## src/rtl/serial_sender_fifo.sv

```systemverilog
// serial_sender_fifo: FIFO-buffered one-wire frame transmitter (start bit, LSB-first data, zero gap).
// Optional even-parity bit between data and gap is built when SERIAL_SENDER_PARITY_EN is defined.
module serial_sender_fifo #(
  parameter int DATA_W   = 40,
  parameter int DEPTH    = 4,
  parameter int BIT_DIV  = 1,
  parameter int GAP_BITS = 1
) (
  input  logic                       clk,
  input  logic                       rst_n,
  input  logic [DATA_W-1:0]          in_data,
  input  logic                       in_valid,
  output logic                       in_ready,
  output logic                       sout,
  output logic                       busy,
  output logic [$clog2(DEPTH+1)-1:0] fifo_level
);

  localparam int LVL_W   = $clog2(DEPTH+1);
  localparam int PTR_W   = $clog2(DEPTH);
  localparam int DIV_W   = $clog2(BIT_DIV+1);
  localparam int CNT_MAX = (DATA_W > GAP_BITS) ? DATA_W : GAP_BITS;
  localparam int CNT_W   = $clog2(CNT_MAX+1);

  localparam logic [LVL_W-1:0] LVL_FULL  = LVL_W'(DEPTH);
  localparam logic [LVL_W-1:0] LVL_EMPTY = LVL_W'(0);
  localparam logic [DIV_W-1:0] DIV_LAST  = DIV_W'(BIT_DIV-1);
  localparam logic [CNT_W-1:0] DATA_LAST = CNT_W'(DATA_W-1);
  localparam logic [CNT_W-1:0] GAP_LAST  = CNT_W'(GAP_BITS-1);

  typedef enum logic [2:0] {
    S_IDLE   = 3'd0,
    S_START  = 3'd1,
    S_DATA   = 3'd2,
`ifdef SERIAL_SENDER_PARITY_EN
    S_PARITY = 3'd3,
`endif
    S_GAP    = 3'd4
  } state_t;

`ifdef SERIAL_SENDER_PARITY_EN
  function automatic logic even_parity(input logic [DATA_W-1:0] word);
    return ^word;
  endfunction
`endif

  logic [DATA_W-1:0] mem_r [DEPTH];
  logic [PTR_W-1:0]  wr_ptr_r;
  logic [PTR_W-1:0]  rd_ptr_r;
  logic [LVL_W-1:0]  level_r;
  logic [LVL_W-1:0]  level_nxt_s;
  logic              in_ready_r;
  logic              sout_r;
  logic              busy_r;
  state_t            state_r;
  logic [DATA_W-1:0] shift_r;
  logic [DIV_W-1:0]  div_r;
  logic [CNT_W-1:0]  bit_r;
  logic [DATA_W-1:0] head_s;
  logic              push_s;
  logic              pop_s;
  logic              div_end_s;
  logic              gap_end_s;
`ifdef SERIAL_SENDER_PARITY_EN
  logic              par_r;
`endif

  assign in_ready   = in_ready_r;
  assign sout       = sout_r;
  assign busy       = busy_r;
  assign fifo_level = level_r;

  assign head_s    = mem_r[rd_ptr_r];
  assign div_end_s = (div_r == DIV_LAST);
  assign gap_end_s = (state_r == S_GAP) && div_end_s && (bit_r == GAP_LAST);
  // A full FIFO refuses the push even when a pop happens on the same edge.
  assign push_s    = in_valid && (level_r != LVL_FULL);

  // Pop decode: only from the registered level, when idle or at the last gap clock.
  always_comb begin
    pop_s = 1'b0;
    if (level_r == LVL_EMPTY) begin
      pop_s = 1'b0;
    end else if ((state_r == S_IDLE) || gap_end_s) begin
      pop_s = 1'b1;
    end else begin
      pop_s = 1'b0;
    end
  end

  // Next level: push and pop together leave it unchanged.
  always_comb begin
    level_nxt_s = level_r;
    if (push_s && !pop_s) begin
      level_nxt_s = level_r + LVL_W'(1);
    end else if (pop_s && !push_s) begin
      level_nxt_s = level_r - LVL_W'(1);
    end else begin
      level_nxt_s = level_r;
    end
  end

  // FIFO pointers, level and registered ready flag.
  always_ff @(posedge clk or negedge rst_n) begin
    if (!rst_n) begin
      wr_ptr_r   <= {PTR_W{1'b0}};
      rd_ptr_r   <= {PTR_W{1'b0}};
      level_r    <= LVL_EMPTY;
      in_ready_r <= 1'b1;
    end else begin
      if (push_s) wr_ptr_r <= wr_ptr_r + PTR_W'(1);
      if (pop_s)  rd_ptr_r <= rd_ptr_r + PTR_W'(1);
      level_r    <= level_nxt_s;
      in_ready_r <= (level_nxt_s != LVL_FULL);
    end
  end

  // FIFO storage; contents are only meaningful below the level.
  always_ff @(posedge clk) begin
    if (push_s) mem_r[wr_ptr_r] <= in_data;
  end

  // Frame sequencer with registered serial output and busy flag.
  always_ff @(posedge clk or negedge rst_n) begin
    if (!rst_n) begin
      state_r <= S_IDLE;
      shift_r <= {DATA_W{1'b0}};
      div_r   <= {DIV_W{1'b0}};
      bit_r   <= {CNT_W{1'b0}};
      sout_r  <= 1'b0;
      busy_r  <= 1'b0;
`ifdef SERIAL_SENDER_PARITY_EN
      par_r   <= 1'b0;
`endif
    end else begin
      case (state_r)
        S_IDLE: begin
          if (pop_s) begin
            shift_r <= head_s;
`ifdef SERIAL_SENDER_PARITY_EN
            par_r   <= even_parity(head_s);
`endif
            div_r   <= {DIV_W{1'b0}};
            bit_r   <= {CNT_W{1'b0}};
            sout_r  <= 1'b1;
            busy_r  <= 1'b1;
            state_r <= S_START;
          end
        end
        S_START: begin
          if (div_end_s) begin
            div_r   <= {DIV_W{1'b0}};
            bit_r   <= {CNT_W{1'b0}};
            sout_r  <= shift_r[0];
            shift_r <= shift_r >> 1;
            state_r <= S_DATA;
          end else begin
            div_r <= div_r + DIV_W'(1);
          end
        end
        S_DATA: begin
          if (div_end_s) begin
            div_r <= {DIV_W{1'b0}};
            if (bit_r == DATA_LAST) begin
              bit_r   <= {CNT_W{1'b0}};
`ifdef SERIAL_SENDER_PARITY_EN
              sout_r  <= par_r;
              state_r <= S_PARITY;
`else
              sout_r  <= 1'b0;
              state_r <= S_GAP;
`endif
            end else begin
              bit_r   <= bit_r + CNT_W'(1);
              sout_r  <= shift_r[0];
              shift_r <= shift_r >> 1;
            end
          end else begin
            div_r <= div_r + DIV_W'(1);
          end
        end
`ifdef SERIAL_SENDER_PARITY_EN
        S_PARITY: begin
          if (div_end_s) begin
            div_r   <= {DIV_W{1'b0}};
            bit_r   <= {CNT_W{1'b0}};
            sout_r  <= 1'b0;
            state_r <= S_GAP;
          end else begin
            div_r <= div_r + DIV_W'(1);
          end
        end
`endif
        S_GAP: begin
          if (div_end_s) begin
            div_r <= {DIV_W{1'b0}};
            if (bit_r == GAP_LAST) begin
              bit_r <= {CNT_W{1'b0}};
              // Back-to-back frames start straight from the last gap clock.
              if (pop_s) begin
                shift_r <= head_s;
`ifdef SERIAL_SENDER_PARITY_EN
                par_r   <= even_parity(head_s);
`endif
                sout_r  <= 1'b1;
                state_r <= S_START;
              end else begin
                sout_r  <= 1'b0;
                busy_r  <= 1'b0;
                state_r <= S_IDLE;
              end
            end else begin
              bit_r <= bit_r + CNT_W'(1);
            end
          end else begin
            div_r <= div_r + DIV_W'(1);
          end
        end
        default: begin
          state_r <= S_IDLE;
          div_r   <= {DIV_W{1'b0}};
          bit_r   <= {CNT_W{1'b0}};
          sout_r  <= 1'b0;
          busy_r  <= 1'b0;
        end
      endcase
    end
  end

endmodule

```

## config.mk

```make
export PLATFORM = sky130hd
export DESIGN_NAME = serial_sender_fifo
export DESIGN_NICKNAME = d
export VERILOG_FILES = /design/src/rtl/serial_sender_fifo.sv
export SDC_FILE = /design/constraint.sdc
export NUM_CORES = 1
export LEC_CHECK = 0
export ABC_AREA = 1
export CAP_MARGIN = 20
export CELL_PAD_IN_SITES_DETAIL_PLACEMENT = 1
export CELL_PAD_IN_SITES_GLOBAL_PLACEMENT = 1
export CORE_MARGIN = 5
export CORE_UTILIZATION = 46
export DETAILED_ROUTE_END_ITERATION = 8
export DONT_BUFFER_PORTS = 1
export PLACE_DENSITY_LB_ADDON = 0.1
export SLEW_MARGIN = 10
export SYNTH_ARGS = -nofsm -noshare
export SYNTH_HDL_FRONTEND = slang
export SYNTH_SLANG_ARGS = --single-unit
```

## constraint.sdc

```tcl
create_clock -name clk -period 3.05 [get_ports clk]
set_clock_uncertainty 0.05 [all_clocks]
set_input_delay 0.7625 -clock clk [delete_from_list [all_inputs] [get_ports clk]]
set_output_delay 0.7625 -clock clk [all_outputs]
set_load 0.005 [all_outputs]
```

### Yosys cells after proc, flatten, opt, wreduce, memory -nomap -nowiden

Memory sizes are Yosys's and may differ from the RTL's.
Index checks and enable logic that the tools add are counted.

* $add $sub $neg: 6
* eq/ne operators: 14
* mux-type cells: 43
* bitwise logic cells: 2
* reductions and logical operators: 19

Operators by type and width (count)
* $mux W40: 6
* $pmux W40 S4: 1
* $mux W6: 6
* $mux W3: 8
* $pmux W6 S4: 1
* $mux W1: 17
* $ne A2 B2 Y1 const B: 7
* $pmux W3 S4: 1
* $reduce_and A6 Y1: 2
* $reduce_and A5 Y1: 2
* $add A6 B1 Y6 const B: 1
* $eq A6 B6 Y1 const B: 1
* $logic_not A3 Y1: 2
* $logic_not A6 Y1: 1
* $ne A3 B3 Y1 const B: 2
* $logic_and A1 B1 Y1: 5
* $add A2 B1 Y2 const B: 2
* $pmux W1 S4: 1
* $reduce_and A4 Y1: 1
* $reduce_bool A4 Y1: 1
* $add A3 B1 Y3 const B: 1
* $eq A3 B1 Y1 const B: 1
* $eq A3 B2 Y1 const B: 1
* $eq A3 B3 Y1 const B: 1
* 10 further kinds: 12

* bits in registers: 60
* RAM bits: 160
* input port bits: 43
* output and inout bits: 6
* logic and storage cells: 95
* memories kept: 1

Memory list
* mem_r: depth 4, width 40, rd ports 1, clocked after memory_dff 0, wr ports 1, RTL line 47 `logic [DATA_W-1:0] mem_r [DEPTH];`

### Logic depth before layout (Yosys ltp)

* depth in word-level cells: 10
* depth in mapped cells: 12

### Worst setup path before layout

OpenSTA, ideal clock, no wires.

* kind: input to register
* from: input port in_valid
* to: memory mem_r[0][0], enable pin
* library setup time: 437 ps
* arrival: 2548 ps
* setup slack: 15 ps
* stages: 2
* buffers on the path: 0
* cell sequence: nand2_2 > nor2_1

* cells in the longest elaborated chain, start to end: 3

RTL lines
* from (decl): RTL line 12 `input logic in_valid,`
* $logic_and A1 B1 Y1: RTL line 77 `assign push_s = in_valid && (level_r != LVL_FULL);`
* $mux W1: RTL line 120 `if (push_s) mem_r[wr_ptr_r] <= in_data;`
* $mux W1 (not written as such): RTL line 120
* to (decl): RTL line 47

No other way between the ends.

### Worst setup path after layout

* from: register level_r[0], in the netlist fifo_level[0]
* to: memory mem_r[0][22], enable pin

* cells in the longest elaborated chain, start to end: 4

RTL lines
* from (decl): RTL line 50 `logic [LVL_W-1:0] level_r;`
* from (signal assigned): RTL line 113 `level_r <= level_nxt_s;`
* $ne A3 B3 Y1: RTL line 77
* $logic_and A1 B1 Y1: RTL line 77
* $mux W1: RTL line 120
* $mux W1 (not written as such): RTL line 120

No other way between the ends.

==> key figures <==
Drt
  • Iter 0 DRT Violations: 284
  • Drt total wl: 20,600 um
  • Antenna viol nets, final: 0
  • Drt via density: 5.33
  • WL/cell: 19.4 um
  • Via count: 5,657
  • Drt first pass iters: 4
  • Remaining DRCs: 0

Global routing
  • All-layer global routing usage: 18.6%
  • GR Overflow Total: 0
  • Vias in the first global route: 6,110
  • Largest net degree at the start of global routing: 82
  • First-pass GRT wire length: 32,800 um
  • Initial antenna violation count: 0

STA
  • Final count of hold timing violations: 0
  • Max-slew violation count: 0
  • Hold Worst Slack: 0.0373 ns
  • Max Fclk: 439 MHz
  • Setup TNS: 0 ns
  • Unrepaired setup endpoints after global routing: no
  • Rel. slew slack: 38.9%
  • Minimum clock period after layout: 2.28 ns
  • Endpoints failing setup: 0
  • Period Utilization, post-route: 74.7%
  • Worst Tran Pin Value: 0.917 ns

Clocking
  • CTS sink cnt: 219
  • CTS tree: yes
  • TritonCTS Buffers: 24
  • Reg clk slew, reported paths: 0.06 ns
  • Max Root-Sink Buffers: 3
  • Worst-skew pair later-pin latency: 0.53 ns
  • CTS Root Cell: clkbuf_16
  • H-tree levels: 1

Pwr
  • Worst VDD drop: 0.559 mV
  • LEAKAGE: 3.93 nW
  • Comb pwr share: 37.6%
  • Switch share: 37.8%
  • Power per Cell Area: 1150 nW/um2
  • Sequential share of power: 37.4%
  • Clock power share: 25.0%
  • Sw power: 4.46 mW
  • Final Power: 11.8 mW
  • Internal cell power: 7.35 mW

Setup path
  • Crit path capture type: register
  • Number of buffers and inverters on the critical path: 2
  • CP Data Required Time: 3.21 ns
  • WS Path Type: register to register
  • Worst path top cell family by delay: simple AND/OR/NAND/NOR gates
  • CP max FO: 17
  • Worst Path Arrival: 2.44 ns
  • CP Launch Type: register
  • Crit-path cells: inv_1, ha_1, nand2_1, nand2_2, nor2_4, buf_4
  • CP peak stage delay: 0.57 ns
  • CP max-delay cell: nor2_4

Placement
  • DP HPWL: 12,500 um
  • Port buffer count: 0
  • RD Place Congestion: 0.726

Cells and area
  • Area grow syn2layout: 12.4%
  • Ant. Diodes: 0
  • Fillers: 2,038
  • Final nets: 830
  • Share of cells above drive strength 1: 14.3%

Synthesis
  • Number of synthesized flops with an enable pin: 160
  • Cell accounting for the most synthesized area: edfxtp_1
  • Post-synthesis cell type count: 31
  • Ranking of synthesized cells by area: edfxtp_1, dfrtp_1, nand2_1
  • Area share of the largest cell type after synthesis: 52.6%
  • Synthesized area: 9140 um2
  • Ys async rst share: 26.9%
  • Avg Cell Area, Syn: 11.8 um2
  • Post-synthesis sequential area ratio: 68.8%
  • Top FF cell, synth: edfxtp_1
  • Top post-synthesis cells by count: nand2_1, edfxtp_1, nand3_1, dfrtp_1, nor2_1
  • Mapped Nets: 829
  • Leading cell type by number of instances after synthesis: nand2_1
  • YS warnings: 0
  • Syn Inst Count: 777
  • Register bit total from synthesis: 219

Die
  • Die H: 151 um
  • FP Rows: 51
  • Core area: 19,500 um2
  • Initial core utilization: 46.8%
  • IO Pins: 49
  • Die Span X: 151 um
  • DIE AREA: 22,800 um2

Min path
  • Worst min-delay path category: input port to async pin

Job
  • Max-capacitance violation count: 0

Run status
  • Status: finished clean
## what timing repair did
item	in CTS	in global routing
endpoints found under the hold margin	58	0
resized for setup	0	0
setup buffers	0	0
hold buffers	1	0
## cells in the final DEF (no fill, tap or decap), types with 6 or more instances in the layout
| cell type | instances |
|---|---|
| edfxtp_1 | 160 |
| buf_4 | 13 |
| nor2_1 | 53 |
| clkbuf_1 | 7 |
| nand2_2 | 6 |
| nand2_1 | 229 |
| a21oi_1 | 41 |
| inv_1 | 18 |
| clkbuf_16 | 24 |
| dfrtp_1 | 57 |
| ha_1 | 9 |
| o31ai_2 | 39 |
| nand3_1 | 87 |
## metrics by stage
stage                     area (um2)  cells  setup WS (ns)  util [%]
after CTS                      10300   1061          0.741      52.6
final                          10300   1061          0.771      52.6
after global placement          9430   1016          0.806      48.3
after floorplan                 9140    777         0.0145         -
after detailed placement        9430   1016          0.741      48.3
after global routing           10300   1061          0.614      52.6
## power by group through the flow
stage,Sequential [mW],Combinational (mW),Clock (mW)
2_1_floorplan,4.38,3.43,0
3_3_place_gp,4.44,4.26,0
3_5_place_dp,4.47,4.47,0
4_1_cts,4.42,4.53,3.01
5_1_grt,4.49,4.92,3.16
6_report,4.42,4.44,2.95
## worst reg2reg max path: cells and delay by family (launching register included)
| family | cells | cell delay (ns) |
|---|---|---|
| adder cells (fa/ha/maj) | 1 | 0.21 |
| AND/OR/NAND/NOR | 3 | 0.84 |
| buffers and inverters | 2 | 0.47 |
| flip-flops | 1 | 0.40 |
## cells by family after synthesis
family          count (synthesis)  share of synthesized area, %
compound gates                 89                          8.19
buf+inv                        65                          3.47
xor+xnor                        6                         0.575
simple gates                  389                          17.8
fa+ha+maj                       9                          1.23
flops                         219                          68.8
## layer usage
metal	vias to the layer above	share of wire [%]	GRT usage, %
met5	-	0	0
met4	0	1.6	3.40
met1	2860	43	23.7
li1	2689	-	-
met2	83	51	33.0
met3	25	4.6	4.01
## worst paths after layout
path / endpoint / slack, ns / cells after the start / from
min in group clk: mem_r[2][19]$_DFFE_PP_ / 0.27 / 0 / in_data[19]
worst min register to register: shift_r[10]$_DFFE_PN0P_ / 0.44 / 2 / shift_r[10]$_DFFE_PN0P_
max in group asynchronous: rd_ptr_r[0]$_DFFE_PN0P_ / 2.60 / 1 / rst_n
worst min-delay path: in_ready$_DFF_PN1_ / 0.04 / 0 / rst_n
worst max-delay path: mem_r[0][22]$_DFFE_PP_ / 0.77 / 6 / fifo_level[0]$_DFF_PN0_
worst max register to register: mem_r[0][22]$_DFFE_PP_ / 0.77 / 6 / fifo_level[0]$_DFF_PN0_
## cell type report
| class | count | area (um2) | share of cell area [%] |
|---|---|---|---|
| Clock buffer | 31 | 627 | 6.11 |
| Clock inverter | 13 | 186 | 1.82 |
| Inverter | 23 | 86.3 | 0.841 |
| Multi-Input combinational cell | 493 | 2570 | 25.0 |
| Tap cell | 265 | 332 | 3.23 |
| Timing Repair Buffer | 17 | 185 | 1.80 |
| Sequential cell | 219 | 6280 | 61.2 |
## state kept, by name, indices dropped and copies added, names as in the netlist
| name | cells |
|---|---|
| bit_r | 6 |
| busy | 1 |
| fifo_level | 3 |
| in_ready | 1 |
| mem_r | 160 |
| rd_ptr_r | 2 |
| shift_r | 40 |
| sout | 1 |
| state_r | 3 |
| wr_ptr_r | 2 |
No activity file was read; power rests on OpenSTA's default activity.
==> variant 1, RTL diff (config.mk and constraints unchanged) <==
The option `SERIAL_SENDER_PARITY_EN` is turned on by a define.
--- a/src/rtl/serial_sender_fifo.sv
+++ b/src/rtl/serial_sender_fifo.sv
@@ -1,4 +1,6 @@
 // serial_sender_fifo: FIFO-buffered one-wire frame transmitter (start bit, LSB-first data, zero gap).
 // Optional even-parity bit between data and gap is built when SERIAL_SENDER_PARITY_EN is defined.
+`define SERIAL_SENDER_PARITY_EN
+
 module serial_sender_fifo #(
   parameter int DATA_W   = 40,
Check against the original RTL: same outputs for any inputs over 4 cycles, from zero or initial values and one cycle with rst_n low; that may be too few to reach the edited logic, so the function may still have changed.
==> variant 1 against the unedited design <==
Setup slack got worse by 0.11 ns. Non-clock buffer count is 1 higher. Final area up 8.8%. Combinational power up 51%. Cell count up 27%. Total power increased by 19%. Critical path depth is 9 higher. Hold slack gained 0.0025 ns. Sequential cell count increased by 1. Area after synthesis is 9.5% higher. Synthesized cell count up 36%. Routed wire length up 7.4%. Critical path type unchanged. Largest power group unchanged.
==> variant 1: results (changes against the unedited design) <==
The iteration count of the initial detailed-routing pass came out at 4 (unchanged). The count of flip-flops with a built-in enable after synthesis was 160 (unchanged). The number of global-route vias before repair is 7300 (+19%). The per-cell routed wire length is 16.39 µm (-16%). The sequential element share of the synthesized area came to 0.6304 (-0.05735).

The setup violation total in the final timing report came out at 0 (unchanged). The antenna diode count is 0 (unchanged). The critical path ends at par_r$_DFFE_PN0P_.

The maximum clock rate is 0.4190 GHz (-4.5%). The number of filler cells placed in the layout came out at 2438 (+20%). In the final layout, the registers with the most flip-flops are mem_r x160, shift_r x40, bit_r x6. The measured slew at the worst slew-check pin is 0.6483 ns (-0.2684 ns). The final RePlAce weighted congestion came out at 0.7356 (+1.4%). The commonest cells after synthesis are 466 x sky130_fd_sc_hd__nand2_1, 160 x sky130_fd_sc_hd__edfxtp_1, 95 x sky130_fd_sc_hd__nand3_1, 59 x sky130_fd_sc_hd__dfrtp_1, 51 x sky130_fd_sc_hd__inv_1. The standby leakage power came out at 4.736 nW (+21%).

The later-pin clock latency in the skew report came out at 0.51 ns (-0.02 ns). The clock-pin slew reported for the worst setup and hold paths after clock tree synthesis was 0.06 ns (about the same). The level count of the clock H-tree is 1 (unchanged). The detailed router's first-iteration violation count is 309 (+8.8%).

The worst hold path belongs to the class in2async. The number of library cell types mapped by synthesis came out at 30 (-3.2%). The tree is rooted in a sky130_fd_sc_hd__clkbuf_16. The average vias per placed instance is 5.120 (-4.0%). Tracing the worst setup path back leads to its startpoint at rd_ptr_r[1]$_DFFE_PN0P_.

The detailed placer's ending HPWL was 14130 µm (+13%). The peak supply drop came out at 0.0005141 V (-8.1%). The post-synth net total came out at 1105 (+33%). The arrival time reported for the critical path endpoint was 2.74 ns (+0.30 ns). The largest net degree at the start of global routing was 86 (+4.9%). The fraction of final layout cells sized beyond drive strength 1 was 0.07290 (-0.07032). The peak fanout along the critical path is 53 (+36). The logic depth of the worst register-to-register path is 15 (+9). After synthesis, the cell types taking the most area are sky130_fd_sc_hd__edfxtp_1 48%, sky130_fd_sc_hd__nand2_1 17%, sky130_fd_sc_hd__dfrtp_1 15%.

The number of antenna violations at the first check in global routing came out at 0 (unchanged). The number of I/O port buffers came out at 0 (unchanged). The slowest stage of the critical path belongs to the cell sky130_fd_sc_hd__buf_4. The share of flip-flops with an asynchronous set or reset came out at 0.2727 (+0.003321). The flip-flop count of the largest register, all copies and words added is 160 (unchanged). The internal reg-to-reg setup slack is 0.66 ns (-0.11 ns).

The run finished with clean final reports. The most used flip-flop cell after synthesis is sky130_fd_sc_hd__edfxtp_1. The number of buffers created by CTS came out at 25 (+4.2%). The global-route usage over all layers came out at 0.1853 (-0.0002809). The maximum clock insertion buffer count is 3 (unchanged). The delay of the slowest cell on the worst path came out at 0.54 ns (-0.03 ns).

The wire length of the first global-routing pass was 36770 µm (+12%). The total of warnings raised by yosys is 0 (unchanged).
## variant 1: where the power goes
group          internal (W)  leakage (nW)  switching, W
clock               0.00169         0.380       0.00116
combinational       0.00214          2.17       0.00456
sequential          0.00412          2.18      0.000328
## variant 1: how the worst min path moves through the flow
| stage | start | to | slack, ns | cells after the start |
|---|---|---|---|---|
| 6_report | rst_n | in_ready$_DFF_PN1_ | 0.04 | 0 |
| 2_1_floorplan | shift_r[17]$_DFFE_PN0P_ | shift_r[17]$_DFFE_PN0P_ | 0.40 | 2 |
| 3_5_place_dp | rst_n | fifo_level[0]$_DFF_PN0_ | 0.42 | 0 |
| 4_1_cts | rst_n | in_ready$_DFF_PN1_ | 0.01 | 0 |
| 3_3_place_gp | shift_r[28]$_DFFE_PN0P_ | shift_r[28]$_DFFE_PN0P_ | 0.41 | 2 |
| 5_1_grt | rst_n | in_ready$_DFF_PN1_ | 0.02 | 0 |
## variant 1: worst max-delay path, delay by kind of cell, from the launching register on
family | cells | cell delay (ns)
xor+xnor | 1 | 0.20
buf+inv | 3 | 0.69
flops | 1 | 0.37
simple gates | 11 | 0.96
## variant 1: final cells by class
class	instances	area share
clock inverters	15	0.01143
multi-input cells	728	0.2918
inverters	59	0.01984
flip-flops and latches	220	0.5652
clock buffers	30	0.05861
repair buffers	18	0.02174
well taps	280	0.03138
## variant 1: layer usage
metal / part of all wire / GRT usage
met4: 0.017 / 0.04342
met2: 0.52 / 0.3415
met5: 0 / 0
met1: 0.44 / 0.2294
met3: 0.031 / 0.02777
## variant 1: kinds of logic after synthesis
kind of cell | synth area share
XOR/XNOR | 0.02051
flip-flops | 0.6304
AND/OR/NAND/NOR | 0.2445
adder cells (fa/ha/maj) | 0.01125
AO/OA/AOI/OAI | 0.04527
buffers and inverters | 0.04814
## variant 1: what timing repair did
| item | 4_1_cts | 5_1_grt |
|---|---|---|
| setup buffers | 0 | 0 |
| setup endpoints to repair | 0 | 0 |
| endpoints found under the hold margin | 59 | 0 |
| hold buffers | 1 | 0 |
| resized for setup | 0 | 0 |
## variant 1: stage by stage
stage / setup TNS (ns) / cell area (µm²) / hold slack, ns / utilization / instances
global placement: 0 / 10350 / 0.4105 / 0.4789 / 1304
CTS: 0 / 11160 / 0.01434 / 0.5164 / 1350
finish: 0 / 11160 / 0.03981 / 0.5164 / 1350
global route: 0 / 11160 / 0.01781 / 0.5164 / 1350
detailed placement: 0 / 10350 / 0.4185 / 0.4789 / 1304
floorplan: -7.704 / 10010 / 0.3979 / - / 1053
==> variant 2, RTL diff (config.mk and constraints unchanged) <==
Without the edit above. The 4 states of `state_t` get a one-hot encoding in 4 bits.
--- a/src/rtl/serial_sender_fifo.sv
+++ b/src/rtl/serial_sender_fifo.sv
@@ -29,12 +29,12 @@
   localparam logic [CNT_W-1:0] GAP_LAST  = CNT_W'(GAP_BITS-1);
 
-  typedef enum logic [2:0] {
-    S_IDLE   = 3'd0,
-    S_START  = 3'd1,
-    S_DATA   = 3'd2,
+  typedef enum logic [3:0] {
+    S_IDLE   = 4'b0001,
+    S_START  = 4'b0010,
+    S_DATA   = 4'b0100,
 `ifdef SERIAL_SENDER_PARITY_EN
     S_PARITY = 3'd3,
 `endif
-    S_GAP    = 3'd4
+    S_GAP    = 4'b1000
   } state_t;
 
Behaviour: same outputs for any inputs over 4 cycles, from zero or initial values and one cycle with rst_n low; so few cycles prove little.
==> variant 2 against the unedited design <==
Sequential cell count is 1 higher. Setup slack worse by 0.030 ns. First-iteration DRC count is 4.9% lower. Cell count is 1.0% higher. Count of clock-buffer cells in the layout is 2 higher. Routed wire length is 1.2% lower. Via count is 1.6% higher. Area after synthesis is 1.2% lower. Final area is 1.2% lower. Total power is 6.3% lower. Largest cell class unchanged.
==> variant 2: results (changes against the unedited design) <==
The met1 capacity usage during global routing is 0.2427 (+0.006032). The later-pin clock latency in the skew report was 0.51 ns (-0.02 ns). The final period utilization is 0.7571 (+0.009992). The global routing met3 resource utilization is 0.03943 (-0.0006617). The multi-input combinational gate total came out at 498 (+1.0%). The post-route worst hold slack came out at 0.04478 ns (+0.007501 ns). The internal reg-to-reg setup slack is 0.74 ns (-0.03 ns). The commonest cells after synthesis are 312 x sky130_fd_sc_hd__nand2_1, 160 x sky130_fd_sc_hd__edfxtp_1, 58 x sky130_fd_sc_hd__dfrtp_1, 46 x sky130_fd_sc_hd__o21ai_0, 42 x sky130_fd_sc_hd__a21oi_1. The met1 wire length is 8977 µm (+1.1%).

The count of mapped cells out of synthesis was 790 (+1.7%). The sequential element share of the synthesized area was 0.6988 (+0.01111). The share of the synthesized area in compound gates (AO/OA/AOI/OAI) is 0.09688 (+0.01497). The run finished with clean final reports. The share of the final layout cell area in multi-input gates was 0.2401 (-0.009835). The share of flip-flops with an asynchronous set or reset came out at 0.2727 (+0.003321). The inverter count is 31 (+35%). The measured slew at the worst slew-check pin came out at 0.9081 ns (-0.008635 ns). The non-clock buffer total of the final layout came out at 14 (-3). The total wire length after detailed routing came out at 20350 µm (-1.2%). The largest net degree at the start of global routing came to 81 (-1.2%).

The detailed placer's ending HPWL was 11890 µm (-4.8%). The post-synthesis share of cell area spent on xor and xnor gates came out at 0.002911 (-0.002842). The routed wire length on met3 is 1022 µm (+7.5%). Yosys attributes the largest share of cell area to sky130_fd_sc_hd__edfxtp_1 53%, sky130_fd_sc_hd__dfrtp_1 16%, sky130_fd_sc_hd__nand2_1 13%. The count of flip-flops and latches is 220 (+0.46%).
-- variant 2: cell types whose count changed after synthesis, moves of 39 or more --
cell	unedited run	this run
sky130_fd_sc_hd__o21ai_0	3	46
sky130_fd_sc_hd__nor2_1	57	15
sky130_fd_sc_hd__a32o_1	0	39
sky130_fd_sc_hd__nand2_1	229	312
sky130_fd_sc_hd__o31ai_2	39	0
sky130_fd_sc_hd__nand3_1	87	14
-- variant 2: path summary, 6_finish.rpt --
kind / endpoint / from
max: mem_r[1][7]$_DFFE_PP_ / fifo_level[0]$_DFF_PN0_
min: state_r[0]$_DFFE_PN1P_ / rst_n
max reg2reg: mem_r[1][7]$_DFFE_PP_ / fifo_level[0]$_DFF_PN0_
min reg2reg: shift_r[9]$_DFFE_PN0P_ / shift_r[9]$_DFFE_PN0P_
max in group asynchronous: rd_ptr_r[0]$_DFFE_PN0P_ / rst_n
min in group clk: mem_r[3][19]$_DFFE_PP_ / in_data[19]
